`src/rtl/uart_pkg.sv`:
```
// Shared definitions for the UART FIFO controller: command opcodes, FSM state
// encodings and STATUS response bit positions.
package uart_pkg;

  localparam logic [2:0] OP_STATUS = 3'b001;
  localparam logic [2:0] OP_READ   = 3'b010;
  localparam logic [2:0] OP_WRITE  = 3'b011;
  localparam logic [2:0] OP_CLEAR  = 3'b100;
  localparam logic [2:0] OP_RXCNT  = 3'b101;
  localparam logic [2:0] OP_TXCNT  = 3'b110;

  typedef enum logic [2:0] {
    RX_IDLE      = 3'd0,
    RX_START     = 3'd1,
    RX_DATA      = 3'd2,
    RX_PARITY    = 3'd3,
    RX_STOP      = 3'd4,
    RX_WAIT_HIGH = 3'd5
  } rx_state_t;

  typedef enum logic [2:0] {
    TX_IDLE   = 3'd0,
    TX_START  = 3'd1,
    TX_DATA   = 3'd2,
    TX_PARITY = 3'd3,
    TX_STOP   = 3'd4
  } tx_state_t;

  localparam int unsigned ST_RX_NONEMPTY = 0;
  localparam int unsigned ST_TX_FULL     = 1;
  localparam int unsigned ST_RX_OVERRUN  = 2;
  localparam int unsigned ST_TX_OVERRUN  = 3;
  localparam int unsigned ST_PARITY_ERR  = 4;
  localparam int unsigned ST_FRAME_ERR   = 5;
  localparam int unsigned ST_TX_BUSY     = 6;

endpackage

```
`src/rtl/uart_fifo.sv`:
```
// Synchronous FIFO with occupancy count; a push into a full FIFO is accepted
// only when a pop happens on the same edge.
module uart_fifo #(
  parameter int unsigned WIDTH = 8,
  parameter int unsigned DEPTH = 16,
  localparam int unsigned PTR_W = $clog2(DEPTH),
  localparam int unsigned CNT_W = PTR_W + 1
) (
  input  logic             clock,
  input  logic             init_flag,
  input  logic             push,
  input  logic             pop,
  input  logic [WIDTH-1:0] din,
  output logic [WIDTH-1:0] dout,
  output logic [CNT_W-1:0] count,
  output logic             full,
  output logic             empty
);

  logic [WIDTH-1:0] mem [DEPTH];
  logic [PTR_W-1:0] wr_ptr;
  logic [PTR_W-1:0] rd_ptr;
  logic             do_push;
  logic             do_pop;

  assign empty   = (count == '0);
  assign full    = (count == CNT_W'(DEPTH));
  assign do_pop  = pop && !empty;
  assign do_push = push && (!full || do_pop);
  assign dout    = mem[rd_ptr];

  always_ff @(posedge clock or negedge init_flag) begin
    if (!init_flag) begin
      wr_ptr <= '0;
      rd_ptr <= '0;
      count  <= '0;
    end else begin
      if (do_push) wr_ptr <= wr_ptr + 1'b1;
      if (do_pop)  rd_ptr <= rd_ptr + 1'b1;
      if (do_push && !do_pop)      count <= count + 1'b1;
      else if (do_pop && !do_push) count <= count - 1'b1;
    end
  end

  // Storage is left unreset; only entries below count are ever observed.
  always_ff @(posedge clock) begin
    if (do_push) mem[wr_ptr] <= din;
  end

endmodule

```
`src/rtl/uart_fifo_controller.sv`:
```
// UART controller with RX/TX FIFOs, configurable frame format and a
// registered command/response port on the instruction bus.
module uart_fifo_controller
  import uart_pkg::*;
#(
  parameter int unsigned CLKS_PER_BIT = 16,
  parameter int unsigned DATA_BITS    = 8,
  parameter int unsigned PARITY_EN    = 1,
  parameter int unsigned PARITY_ODD   = 0,
  parameter int unsigned RX_DEPTH     = 16,
  parameter int unsigned TX_DEPTH     = 16
) (
  input  logic       clock,
  input  logic       init_flag,
  input  logic       UART_ENB,
  input  logic [2:0] instruction,
  input  logic [7:0] write_value,
  input  logic       rx,
  output logic       tx,
  output logic       wb_flag,
  output logic [7:0] wb_data
);

  localparam int unsigned CNT_W = $clog2(CLKS_PER_BIT);
  localparam int unsigned BIT_W = $clog2(DATA_BITS);
  localparam int unsigned RXC_W = $clog2(RX_DEPTH) + 1;
  localparam int unsigned TXC_W = $clog2(TX_DEPTH) + 1;
  localparam logic [CNT_W-1:0] CNT_LAST = CNT_W'(CLKS_PER_BIT - 1);
  localparam logic [CNT_W-1:0] CNT_MID  = CNT_W'(CLKS_PER_BIT / 2 - 1);
  localparam logic [BIT_W-1:0] BIT_LAST = BIT_W'(DATA_BITS - 1);
  localparam logic PAR_EN  = (PARITY_EN != 0);
  localparam logic PAR_INV = (PARITY_ODD != 0);

  logic op_read_c, op_write_c, op_clear_c;
  logic rx_meta, rx_sync;

  rx_state_t            rx_state_q, rx_state_d;
  logic [CNT_W-1:0]     rx_cnt_q, rx_cnt_d;
  logic [BIT_W-1:0]     rx_bit_q, rx_bit_d;
  logic [DATA_BITS-1:0] rx_shift_q, rx_shift_d;
  logic                 rx_disc_q, rx_disc_d;
  logic                 rx_push_c, rx_perr_c, rx_ferr_c;

  tx_state_t            tx_state_q, tx_state_d;
  logic [CNT_W-1:0]     tx_cnt_q, tx_cnt_d;
  logic [BIT_W-1:0]     tx_bit_q, tx_bit_d;
  logic [DATA_BITS-1:0] tx_shift_q, tx_shift_d;
  logic                 tx_par_q, tx_par_d;
  logic                 tx_d, tx_pop_c, tx_busy_c;

  logic frame_err_q, parity_err_q, tx_ovr_q, rx_ovr_q;
  logic wb_flag_d;
  logic [7:0] wb_data_d;

  logic [DATA_BITS-1:0] rx_dout, tx_dout;
  logic [RXC_W-1:0]     rx_count;
  logic [TXC_W-1:0]     tx_count;
  logic rx_full, rx_empty, tx_full, tx_empty;

  assign op_read_c  = UART_ENB && (instruction == OP_READ);
  assign op_write_c = UART_ENB && (instruction == OP_WRITE);
  assign op_clear_c = UART_ENB && (instruction == OP_CLEAR);
  assign tx_busy_c  = (tx_state_q != TX_IDLE);

  uart_fifo #(.WIDTH(DATA_BITS), .DEPTH(RX_DEPTH)) u_rx_fifo (
    .clock(clock), .init_flag(init_flag), .push(rx_push_c), .pop(op_read_c),
    .din(rx_shift_q), .dout(rx_dout), .count(rx_count), .full(rx_full), .empty(rx_empty)
  );

  uart_fifo #(.WIDTH(DATA_BITS), .DEPTH(TX_DEPTH)) u_tx_fifo (
    .clock(clock), .init_flag(init_flag), .push(op_write_c), .pop(tx_pop_c),
    .din(write_value[DATA_BITS-1:0]), .dout(tx_dout), .count(tx_count),
    .full(tx_full), .empty(tx_empty)
  );

  // RX deserialiser: mid-bit sampling referenced from the start-bit edge.
  always_comb begin
    rx_state_d = rx_state_q;
    rx_cnt_d   = rx_cnt_q + 1'b1;
    rx_bit_d   = rx_bit_q;
    rx_shift_d = rx_shift_q;
    rx_disc_d  = rx_disc_q;
    rx_push_c  = 1'b0;
    rx_perr_c  = 1'b0;
    rx_ferr_c  = 1'b0;
    case (rx_state_q)
      RX_IDLE: begin
        rx_cnt_d = '0;
        if (!rx_sync) begin
          rx_state_d = RX_START;
          rx_disc_d  = 1'b0;
        end
      end
      RX_START: begin
        if (rx_cnt_q == CNT_MID) begin
          rx_cnt_d   = '0;
          rx_bit_d   = '0;
          rx_state_d = rx_sync ? RX_IDLE : RX_DATA;
        end
      end
      RX_DATA: begin
        if (rx_cnt_q == CNT_LAST) begin
          rx_cnt_d   = '0;
          rx_shift_d = {rx_sync, rx_shift_q[DATA_BITS-1:1]};
          rx_bit_d   = rx_bit_q + 1'b1;
          if (rx_bit_q == BIT_LAST) rx_state_d = PAR_EN ? RX_PARITY : RX_STOP;
        end
      end
      RX_PARITY: begin
        if (rx_cnt_q == CNT_LAST) begin
          rx_cnt_d   = '0;
          rx_state_d = RX_STOP;
          if (rx_sync != ((^rx_shift_q) ^ PAR_INV)) begin
            rx_perr_c = 1'b1;
            rx_disc_d = 1'b1;
          end
        end
      end
      RX_STOP: begin
        if (rx_cnt_q == CNT_LAST) begin
          rx_cnt_d = '0;
          if (rx_sync) begin
            rx_push_c  = !rx_disc_q;
            rx_state_d = RX_IDLE;
          end else begin
            rx_ferr_c  = 1'b1;
            rx_disc_d  = 1'b1;
            rx_state_d = RX_WAIT_HIGH;
          end
        end
      end
      RX_WAIT_HIGH: begin
        rx_cnt_d = '0;
        if (rx_sync) rx_state_d = RX_IDLE;
      end
      default: rx_state_d = RX_IDLE;
    endcase
  end

  // TX serialiser; tx is registered from the current state, one cycle behind it.
  always_comb begin
    tx_state_d = tx_state_q;
    tx_cnt_d   = tx_cnt_q + 1'b1;
    tx_bit_d   = tx_bit_q;
    tx_shift_d = tx_shift_q;
    tx_par_d   = tx_par_q;
    tx_pop_c   = 1'b0;
    case (tx_state_q)
      TX_IDLE: begin
        tx_cnt_d = '0;
        if (!tx_empty) begin
          tx_pop_c   = 1'b1;
          tx_shift_d = tx_dout;
          tx_par_d   = (^tx_dout) ^ PAR_INV;
          tx_state_d = TX_START;
        end
      end
      TX_START: begin
        if (tx_cnt_q == CNT_LAST) begin
          tx_cnt_d   = '0;
          tx_bit_d   = '0;
          tx_state_d = TX_DATA;
        end
      end
      TX_DATA: begin
        if (tx_cnt_q == CNT_LAST) begin
          tx_cnt_d   = '0;
          tx_shift_d = tx_shift_q >> 1;
          tx_bit_d   = tx_bit_q + 1'b1;
          if (tx_bit_q == BIT_LAST) tx_state_d = PAR_EN ? TX_PARITY : TX_STOP;
        end
      end
      TX_PARITY: begin
        if (tx_cnt_q == CNT_LAST) begin
          tx_cnt_d   = '0;
          tx_state_d = TX_STOP;
        end
      end
      TX_STOP: begin
        if (tx_cnt_q == CNT_LAST) begin
          tx_cnt_d   = '0;
          tx_state_d = TX_IDLE;
        end
      end
      default: tx_state_d = TX_IDLE;
    endcase
  end

  always_comb begin
    case (tx_state_q)
      TX_START:  tx_d = 1'b0;
      TX_DATA:   tx_d = tx_shift_q[0];
      TX_PARITY: tx_d = tx_par_q;
      default:   tx_d = 1'b1;
    endcase
  end

  // Command response, registered one cycle after the command edge.
  always_comb begin
    wb_flag_d = 1'b0;
    wb_data_d = '0;
    if (UART_ENB) begin
      case (instruction)
        OP_STATUS: begin
          wb_flag_d                 = 1'b1;
          wb_data_d[ST_RX_NONEMPTY] = !rx_empty;
          wb_data_d[ST_TX_FULL]     = tx_full;
          wb_data_d[ST_RX_OVERRUN]  = rx_ovr_q;
          wb_data_d[ST_TX_OVERRUN]  = tx_ovr_q;
          wb_data_d[ST_PARITY_ERR]  = parity_err_q;
          wb_data_d[ST_FRAME_ERR]   = frame_err_q;
          wb_data_d[ST_TX_BUSY]     = tx_busy_c;
        end
        OP_READ: begin
          wb_flag_d = 1'b1;
          if (!rx_empty) wb_data_d = 8'(rx_dout);
        end
        OP_RXCNT: begin
          wb_flag_d = 1'b1;
          wb_data_d = 8'(rx_count);
        end
        OP_TXCNT: begin
          wb_flag_d = 1'b1;
          wb_data_d = 8'(tx_count);
        end
        default: ;
      endcase
    end
  end

  always_ff @(posedge clock or negedge init_flag) begin
    if (!init_flag) begin
      rx_meta      <= 1'b1;
      rx_sync      <= 1'b1;
      rx_state_q   <= RX_IDLE;
      rx_cnt_q     <= '0;
      rx_bit_q     <= '0;
      rx_shift_q   <= '0;
      rx_disc_q    <= 1'b0;
      tx_state_q   <= TX_IDLE;
      tx_cnt_q     <= '0;
      tx_bit_q     <= '0;
      tx_shift_q   <= '0;
      tx_par_q     <= 1'b0;
      tx           <= 1'b1;
      frame_err_q  <= 1'b0;
      parity_err_q <= 1'b0;
      tx_ovr_q     <= 1'b0;
      rx_ovr_q     <= 1'b0;
      wb_flag      <= 1'b0;
      wb_data      <= '0;
    end else begin
      rx_meta      <= rx;
      rx_sync      <= rx_meta;
      rx_state_q   <= rx_state_d;
      rx_cnt_q     <= rx_cnt_d;
      rx_bit_q     <= rx_bit_d;
      rx_shift_q   <= rx_shift_d;
      rx_disc_q    <= rx_disc_d;
      tx_state_q   <= tx_state_d;
      tx_cnt_q     <= tx_cnt_d;
      tx_bit_q     <= tx_bit_d;
      tx_shift_q   <= tx_shift_d;
      tx_par_q     <= tx_par_d;
      tx           <= tx_d;
      // Sticky errors: a set in the same cycle as CLEAR takes priority.
      frame_err_q  <= (frame_err_q  && !op_clear_c) || rx_ferr_c;
      parity_err_q <= (parity_err_q && !op_clear_c) || rx_perr_c;
      tx_ovr_q     <= (tx_ovr_q && !op_clear_c) || (op_write_c && tx_full && !tx_pop_c);
      rx_ovr_q     <= (rx_ovr_q && !op_clear_c) || (rx_push_c && rx_full && !op_read_c);
      wb_flag      <= wb_flag_d;
      wb_data      <= wb_data_d;
    end
  end

endmodule
```
`config.mk`:
```
export PLATFORM = sky130hd
export DESIGN_NAME = uart_fifo_controller
export DESIGN_NICKNAME = d
export VERILOG_FILES = /design/src/rtl/uart_pkg.sv /design/src/rtl/uart_fifo.sv /design/src/rtl/uart_fifo_controller.sv
export SDC_FILE = /design/constraint.sdc
export NUM_CORES = 1
export LEC_CHECK = 0
export BUFFER_PORTS_ARGS = -buffer_cell sky130_fd_sc_hd__buf_2
export CORE_MARGIN = 1
export CORE_UTILIZATION = 50
export CTS_CLUSTER_SIZE = 10
export DETAILED_ROUTE_END_ITERATION = 10
export PLACE_DENSITY_LB_ADDON = 0.15
export SYNTH_ARGS = -nofsm -noshare
export SYNTH_HDL_FRONTEND = slang
export SYNTH_SLANG_ARGS = --single-unit
```
`constraint.sdc`:
```
create_clock -name clock -period 3 [get_ports clock]
set_input_delay 0.75 -clock clock [delete_from_list [all_inputs] [get_ports clock]]
set_output_delay 0.75 -clock clock [all_outputs]
set_load 0.005 [all_outputs]
```
==> results.yml, run 1 <==
run_status:
  outcome: "finished, final reports clean"
setup_path:
  worstPathMaxFanout: 5
  r2r-end: "u_rx_fifo.count[4]"
  end_kind: "flip-flop"
  required_ps: 3390
  critPathKind: "flip-flop to flip-flop"
  worstSetupStartpointType: "flip-flop"
  worstPathArrival_ps: 3170
  crit_start: "u_rx_fifo.count[1]"
  regToRegSetupSlack_ps: 210
  critPathCapture: "u_rx_fifo.count[4]"
  rr_worst_depth: 13
  worstReg2RegStart: "u_rx_fifo.count[1]"
synthesis:
  synth_cells: 818
  synth_cell_type_count: 53
  synth_area_mm2: 0.0140
  synth_edf_count: 256
  seq_area_frac_synth_pct: 69.3
  synth_fp_nets: 859
  ys_ff_latch: 336
  ys_async_sr_fraction_pct: 23.8
  synth_ff_type: "edfxtp_1"
  syn_avg_cell_area_um2: 17.1
  synth_warnings: 0
global_routing:
  overflow: 0
  first_global_vias: 7600
  grt_pass1_wl_um: 42700
  track_usage_pct: 19.7
  grt_max_degree: 51
  antenna_found_initial: 0
clock_network:
  post_cts_buffers: 0
  cts_hold_buf: 0
  cts_buffers: 40
  ctsLongestPathBuffers: 3
  cts_resized: 0
  cts_root_buf: "clkbuf_16"
  insertion_delay_ps: 510
  cts.sinks: 336
  cts.clk_slew.worst_paths_ps: 50
  cts_tree: "done"
  h-tree-depth: 2
worst_hold_path:
  worstHoldPathType: "primary input to async pin"
floorplanning:
  start_util_pct: 51.5
  io_pins: 25
  die_x_um: 169
  dieArea_mm2: 0.0286
  die_y_um: 169
  rows: 60
  core-area_mm2: 0.0272
cells_and_area:
  drive_above_1_share_pct: 20.9
  fin_util_pct: 58.4
  final_nets: 931
  stdcell_area_mm2: 0.0159
  num-fill-cells: 2078
  area_growth_pct: 13.4
  finalNonFillerCells: 1285
  antenna_cells: 0
power_and_ir_drop:
  p_per_area_mw_per_mm2: 834
  vdd_drop_max_mv: 0.458
  p_total_mw: 13.2
  p_leak_nw: 5.65
timing:
  fin_crit_ps: 2790
  worst_slew_pin_slew_ps: 719
  rsz0062_at_grt: "no"
  setup_violations: 0
  holdWs_ps: 192
  slew_headroom_pct: 51.9
  setup_ws_ps: 215
  fin_setup_tns_ps: 0
  drv_slew: 0
  fmax_mhz: 359
  fin_crit_sh_pct: 92.8
  finClkSkew_ps: 13.8
  hold_viol_final: 0
routing:
  routed.top_layer: "met4"
  routedWlPerCell_um: 21.0
  vias: 7175
  first_pass_iters: 5
  routed-wl-met3_um: 1090
  drtIter0Drc: 506
  wl_met2_um: 13800
  vias_per_cell: 5.58
  drcViolationCount: 0
  routed_wl_um: 27000
  ant_nets: 0
  m1WireLength_um: 11300
placement:
  hpwlAfterDp_um: 17300
  dp_slack_ps: -0.884
  gp_congestion: 0.810
  portBuffers: 24
  dpl_cell_area_mm2: 0.0147
  place_inst: 1220
run:
  drv_cap: 0
## cells by family after synthesis
family	Yosys count	share of synthesized area, %
DFF	336	69.3
and+or+nand+nor	182	6.25
adders and majority gates	26	2.43
xor gates and xnor gates	41	2.57
buffers and inverters	54	2.04
muxes	91	13.4
AOI/OAI and AO/OA	88	4.01
## how the worst min path moves through the flow
stage	startpoint	end	slack (ps)	depth (start not counted)
2_1_floorplan	rx_meta	rx_sync	350	0
3_3_place_gp	rx_meta	rx_sync	350	0
3_5_place_dp	rx_meta	rx_sync	350	0
4_1_cts	init_flag	u_tx_fifo.wr_ptr[1]	190	1
5_1_grt	init_flag	u_tx_fifo.wr_ptr[2]	210	1
6_report	init_flag	u_tx_fifo.wr_ptr[2]	190	1
## registers in the layout (all words and copies together) (netlist names), 5 cells and up
name,count
rx_shift_q,8
tx_shift_q,8
u_rx_fifo.count,5
u_rx_fifo.mem,128
u_tx_fifo.count,5
u_tx_fifo.mem,128
wb_data,8
## cells in the final DEF (no fill, tap or decap), types with 23 or more instances in the layout
| cell | instances |
|---|---|
| buf_4 | 39 |
| edfxtp_1 | 256 |
| xnor2_1 | 32 |
| nand2_1 | 59 |
| dfrtp_1 | 75 |
| nor2_1 | 45 |
| ha_1 | 24 |
| clkbuf_16 | 41 |
| mux4_2 | 60 |
| o21ai_0 | 25 |
| buf_2 | 23 |
## worst max-delay path, cell delays in order, from the launching register on
cell and delay (ps):
dfrtp_1 440, nor4_1 360, nor2b_1 190, nand2b_1 130
nor2b_1 60, inv_1 70, ha_1 170, inv_1 100
fa_1 420, a21o_1 180, a21oi_1 170, xnor2_1 130
nor2_1 70, xor2_1 150
## final cells by class
class | count | area [µm²] | share of cell area, %
Inverter | 18 | 67.6 | 0.426
Clock buffer | 63 | 1130 | 7.11
Tap cell | 372 | 465 | 2.93
Sequential cell | 336 | 9700 | 61.1
Multi-Input combinational cell | 428 | 4010 | 25.3
Timing Repair Buffer | 66 | 488 | 3.08
Clock inverter | 2 | 12.5 | 0.0789
## synth_stat cells, types with 2 or more instances
cell type,n,area [µm²]
edfxtp_1,256,7690
dfrtp_1,77,1930
mux4_2,60,1350
nand2_1,59,221
nor2_1,45,169
xnor2_1,32,280
o21ai_0,25,125
ha_1,24,300
a21oi_1,20,100
and2_1,19,119
a22oi_1,18,135
clkbuf_1,17,63.8
inv_1,17,63.8
nor2b_1,13,81.3
mux2_2,12,135
mux4_1,12,315
nand3_1,9,45.0
xor2_1,9,78.8
nand2b_1,8,50.1
nor3_1,8,40.0
mux2i_1,7,70.1
a21o_1,6,45.0
buf_2,5,25.0
a22o_1,4,35.0
buf_6,4,45.0
nand4_1,4,25.0
a222oi_1,3,30.0
and3_1,3,18.8
buf_1,3,11.3
buf_4,3,22.5
clkdlybuf4s25_2,3,30.0
dfstp_2,3,78.8
nor3b_1,3,22.5
nor4_1,3,18.8
fa_1,2,40.0
nand3b_1,2,15.0
o21ai_1,2,10.0
o31ai_1,2,15.0
or2_2,2,12.5
## routing by layer
metal  track usage [%]  up-vias
li1                  -     3293
met1              25.4     3666
met2              33.7      163
met3              2.92       53
met4              8.30        0
met5                 0        -
## power breakdown
part / internal, mW / switching [mW] / total [mW] / leakage (nW)
combinational: 1.57 / 1.71 / 3.28 / 1.77
sequential: 5.32 / 0.363 / 5.69 / 3.33
clock: 2.55 / 1.71 / 4.26 / 0.547
Power figures use the tool's default switching activity.
==> run 2, diff against run 1 <==
--- a/config.mk
+++ b/config.mk
@@ -11,6 +11,7 @@
 export CTS_CLUSTER_SIZE = 10
 export DETAILED_ROUTE_END_ITERATION = 10
 export PLACE_DENSITY_LB_ADDON = 0.15
+export RECOVER_POWER = 100
 export SYNTH_ARGS = -nofsm -noshare
 export SYNTH_HDL_FRONTEND = slang
 export SYNTH_SLANG_ARGS = --single-unit
==> results.yml, run 2 (synthesis results as in run 1) <==
run_status:
  outcome: "finished, violations left"
  violations: "max-capacitance violations, max-slew violations"
setup_path:
  worstReg2RegStart: "u_rx_fifo.count[1]"
  worst_path_max_delay_cell: "dfrtp_1"
  crit_family: "simple AND/OR/NAND/NOR gates"
  end_kind: "flip-flop"
  worstSetupStartpointType: "flip-flop"
  critPathKind: "flip-flop to flip-flop"
  rr_worst_depth: 13
  required_ps: 3390
  worstPathArrival_ps: 3170
  r2r-end: "u_rx_fifo.count[4]"
  critical_path_buf_inv_count: 2
  worstPathMaxFanout: 5
  slowest_delay_ps: 440
  regToRegSetupSlack_ps: 220
  cp_cell_sequence: "nor4_1, nor2b_1, nand2b_1, nor2b_1, inv_1, ha_1, inv_1, fa_1, a21o_1, a21oi_1, xnor2_1, nor2_1, xor2_1"
timing:
  finClkSkew_ps: 15.2
  hold_viol_final: 0
  slew_headroom_pct: -23.4
  worst_slew_pin_slew_ps: 1850
  fin_crit_ps: 2780
  setup_violations: 0
  fmax_mhz: 360
  holdWs_ps: 352
  rsz0062_at_grt: "no"
  drv_slew: 32
  fin_crit_sh_pct: 92.7
global_routing:
  met2_usage_pct: 33.7
  antenna_found_initial: 0
  grt_max_degree: 51
  first_global_vias: 7600
  track_usage_pct: 19.7
  grt_pass1_wl_um: 42700
  grt_use_met1_pct: 25.4
  overflow: 0
  busiest_layer: "met2"
  grt_util_met3_pct: 2.92
clock_network:
  cts_tree: "done"
  cts.sinks: 336
  cts_resized: 0
  cts_hold_buf: 0
  cts_buffers: 40
  cts_root_buf: "clkbuf_16"
  post_cts_buffers: 0
  cts.clk_slew.worst_paths_ps: 50
  insertion_delay_ps: 510
  h-tree-depth: 2
  ctsLongestPathBuffers: 3
floorplanning:
  rows: 60
  io_pins: 25
  die_x_um: 169
  die_y_um: 169
  dieArea_mm2: 0.0286
  core-area_mm2: 0.0272
  start_util_pct: 51.5
placement:
  dpl_cell_area_mm2: 0.0147
  hpwlAfterDp_um: 17300
  place_inst: 1220
  portBuffers: 24
  gp_congestion: 0.810
cells_and_area:
  final_common_cell: "edfxtp_1"
  antenna_cells: 0
  area_growth_pct: 12.4
  final_nets: 931
  drive_above_1_share_pct: 17.3
  fin_util_pct: 57.8
  mostFrequentLayoutCells: "edfxtp_1 (256), dfrtp_1 (75), mux4_2 (60)"
  finalNonFillerCells: 1285
  reg.largest.list: "u_rx_fifo.mem x128, u_tx_fifo.mem x128"
  stdcell_area_mm2: 0.0157
worst_hold_path:
  worstHoldPathType: "primary input to flip-flop"
  hold_start: "rx"
  whs_endpoint: "rx_meta"
  whs_path_depth: 1
routing:
  first_pass_iters: 6
  routed_wl_um: 26900
  drtIter0Drc: 462
  ant_nets: 0
  vias_per_cell: 5.59
  drcViolationCount: 0
  routedWlPerCell_um: 20.9
  vias: 7187
power_and_ir_drop:
  p_leak_nw: 5.50
  p_total_mw: 13.2
  vdd_drop_max_mv: 0.459
  p_per_area_mw_per_mm2: 837
run:
  drv_cap: 1
## run 2: layer usage
metal	vias up	part of all wire, %
met4	0	3.4
met1	3687	42
met2	147	51
met3	54	4.0
met5	-	0
li1	3299	-
## run 2: worst max-delay path by stage
| stage | start | endpoint | cells past startpoint | slack [ps] |
|---|---|---|---|---|
| 4_1_cts | u_rx_fifo.count[0] | u_rx_fifo.count[4] | 13 | 220 |
| 3_5_place_dp | instruction[0] | u_rx_fifo.count[4] | 14 | -0.9 |
| 6_report | u_rx_fifo.count[1] | u_rx_fifo.count[4] | 13 | 220 |
| 5_1_grt | u_rx_fifo.count[1] | u_rx_fifo.count[4] | 13 | 20 |
| 2_1_floorplan | UART_ENB | u_tx_fifo.count[4] | 11 | 180 |
| 3_3_place_gp | UART_ENB | u_rx_fifo.count[4] | 14 | 120 |
## run 2: layout make-up
cell class	instances	area (µm²)
multi-input combinational	428	4010
clock inverter	2	12.5
timing repair buffer	66	340
clock buffer	63	1130
inverter	18	67.6
fill	2114	11500
sequential	336	9700
tap	372	465
## run 2: stage by stage
stage,setup slack (ps),TNS (ps)
after detailed placement,-0.884,-0.884
after global routing,20.2,0
final,220,0
after CTS,217,0
after global placement,116,0
after floorplan,181,0
## run 2: power breakdown
| group | leakage [nW] | switching, mW | total (mW) | internal [mW] |
|---|---|---|---|---|
| Combinational | 1.62 | 1.70 | 3.22 | 1.51 |
| Sequential | 3.33 | 0.356 | 5.68 | 5.33 |
| Clock | 0.547 | 1.70 | 4.26 | 2.55 |
| Total | 5.50 | 3.76 | 13.2 | 9.39 |
==> run 3, diff against run 2 <==
--- a/config.mk
+++ b/config.mk
@@ -6,8 +6,10 @@
 export NUM_CORES = 1
 export LEC_CHECK = 0
 export BUFFER_PORTS_ARGS = -buffer_cell sky130_fd_sc_hd__buf_2
+export CELL_PAD_IN_SITES_DETAIL_PLACEMENT = 1
+export CELL_PAD_IN_SITES_GLOBAL_PLACEMENT = 2
 export CORE_MARGIN = 1
-export CORE_UTILIZATION = 50
+export CORE_UTILIZATION = 48
 export CTS_CLUSTER_SIZE = 10
 export DETAILED_ROUTE_END_ITERATION = 10
 export PLACE_DENSITY_LB_ADDON = 0.15
==> results.yml, run 3 (synthesis results as in run 1) <==
run_status:
  outcome: "finished, violations left"
  violations: "max-capacitance violations, max-slew violations"
clock_network:
  cts_root_buf: "clkbuf_16"
  cts.clk_slew.worst_paths_ps: 60
  ctsLongestPathBuffers: 3
  post_cts_buffers: 0
  cts_tree: "done"
  h-tree-depth: 2
  cts_buffers: 40
  cts.sinks: 336
  insertion_delay_ps: 530
global_routing:
  track_usage_pct: 20.7
  grt_pass1_wl_um: 47000
  grt_max_degree: 81
  first_global_vias: 8056
  overflow: 0
  antenna_found_initial: 0
cells_and_area:
  multi_input_area_mm2: 0.00401
  area_growth_pct: 13.2
  num-fill-cells: 2650
  ff_latch_area_mm2: 0.00969
  final_common_cell: "edfxtp_1"
  antenna_cells: 0
  drive_above_1_share_pct: 18.3
  reg.largest.list: "u_rx_fifo.mem x128, u_tx_fifo.mem x128"
  finalNonFillerCells: 1302
  final_nets: 934
  mostFrequentLayoutCells: "edfxtp_1 (256), dfrtp_1 (76), mux4_2 (60)"
floorplanning:
  die_y_um: 173
  start_util_pct: 48.7
  dieArea_mm2: 0.0298
  die_x_um: 173
  rows: 62
  core-area_mm2: 0.0287
  io_pins: 25
routing:
  vias: 7337
  ant_nets: 0
  routedWlPerCell_um: 22.6
  routed_wl_um: 29500
  first_pass_iters: 4
  drtIter0Drc: 467
  drcViolationCount: 0
  vias_per_cell: 5.64
worst_hold_path:
  hold_start: "rx"
  worstHoldPathType: "primary input to flip-flop"
placement:
  place_inst: 1235
  hpwlAfterDp_um: 19500
  dp_slack_ps: -57.5
  portBuffers: 24
  gp_congestion: 0.747
timing:
  setup_violations: 0
  fmax_mhz: 359
  fin_crit_sh_pct: 92.9
  drv_slew: 81
  rsz0062_at_grt: "no"
  finClkSkew_ps: 22.0
  slew_headroom_pct: -49.9
  worst_slew_pin_slew_ps: 2250
  setup_ws_ps: 212
  hold_viol_final: 0
  fin_crit_ps: 2790
setup_path:
  critPathKind: "flip-flop to flip-flop"
  worstPathArrival_ps: 3180
  crit_start: "u_tx_fifo.count[0]"
  worstReg2RegStart: "u_tx_fifo.count[0]"
  worstSetupStartpointType: "flip-flop"
  worstPathMaxFanout: 6
  end_kind: "flip-flop"
  required_ps: 3400
power_and_ir_drop:
  vdd_drop_max_mv: 0.538
  p_leak_nw: 5.57
  p_per_area_mw_per_mm2: 848
run:
  drv_cap: 1
[run 3: changes by cell type in the layout (fill, tap and decap cells not counted), sizes merged]
cell | before | now
clkinvlp | 1 | 0
clkinv | 2 | 4
clkbuf | 107 | 106
buf | 22 | 27
[run 3: cell type report]
cell class | count | area share [%]
flip-flops and latches | 336 | 61.2
multi-input cells | 428 | 25.3
clock buffers | 64 | 7.28
well taps | 384 | 3.03
repair buffers | 69 | 2.57
inverters | 18 | 0.427
clock inverters | 3 | 0.158
[run 3: stage by stage]
step | utilization, % | area (µm²) | setup TNS, ps | total power, mW | hold WS [ps]
after floorplan | - | 14000 | 0 | 8.28 | 345
after global placement | 51.5 | 14800 | 0 | 9.03 | 349
after detailed placement | 51.5 | 14800 | -57.5 | 9.22 | 355
after CTS | 55.6 | 16000 | 0 | 13.7 | 277
after global routing | 55.2 | 15800 | 0 | 14.1 | 324
final | 55.2 | 15800 | 0 | 13.4 | 338
[run 3: worst paths after layout]
path / to / slack [ps] / depth (start not counted)
max: u_tx_fifo.count[4] / 210 / 12
min: rx_meta / 340 / 1
max reg2reg: u_tx_fifo.count[4] / 210 / 12
min reg2reg: rx_sync / 360 / 0
max in group asynchronous: u_rx_fifo.rd_ptr[0] / 520 / 2
min in group asynchronous: u_tx_fifo.wr_ptr[3] / 1000 / 2
[run 3: per-layer routing]
metal	GRT usage [%]	wire length, µm
met2	37.2	15800
met1	25.5	12000
met4	7.82	919
met3	2.81	816
met5	0	0
[run 3: power breakdown]
group	switching [mW]	total, mW	internal, mW
Sequential	0.352	5.68	5.32
Clock	1.77	4.39	2.62
Combinational	1.77	3.37	1.59
[run 3: repair_timing]
action | CTS | global route
hold buffers | 0 | 0
setup endpoints to repair | 0 | 1
gates resized for setup | 0 | 1
[run 3: worst max-delay path, stage by stage (launching register included)]
cell and delay (ps):
dfrtp_1 450, or4_1 530, nor2_1 110, nor2_1 60, inv_1 80, ha_1 230
inv_1 110, ha_1 330, a21o_1 200, a21oi_1 190, xnor2_1 150, nor2_1 70
xor2_1 150
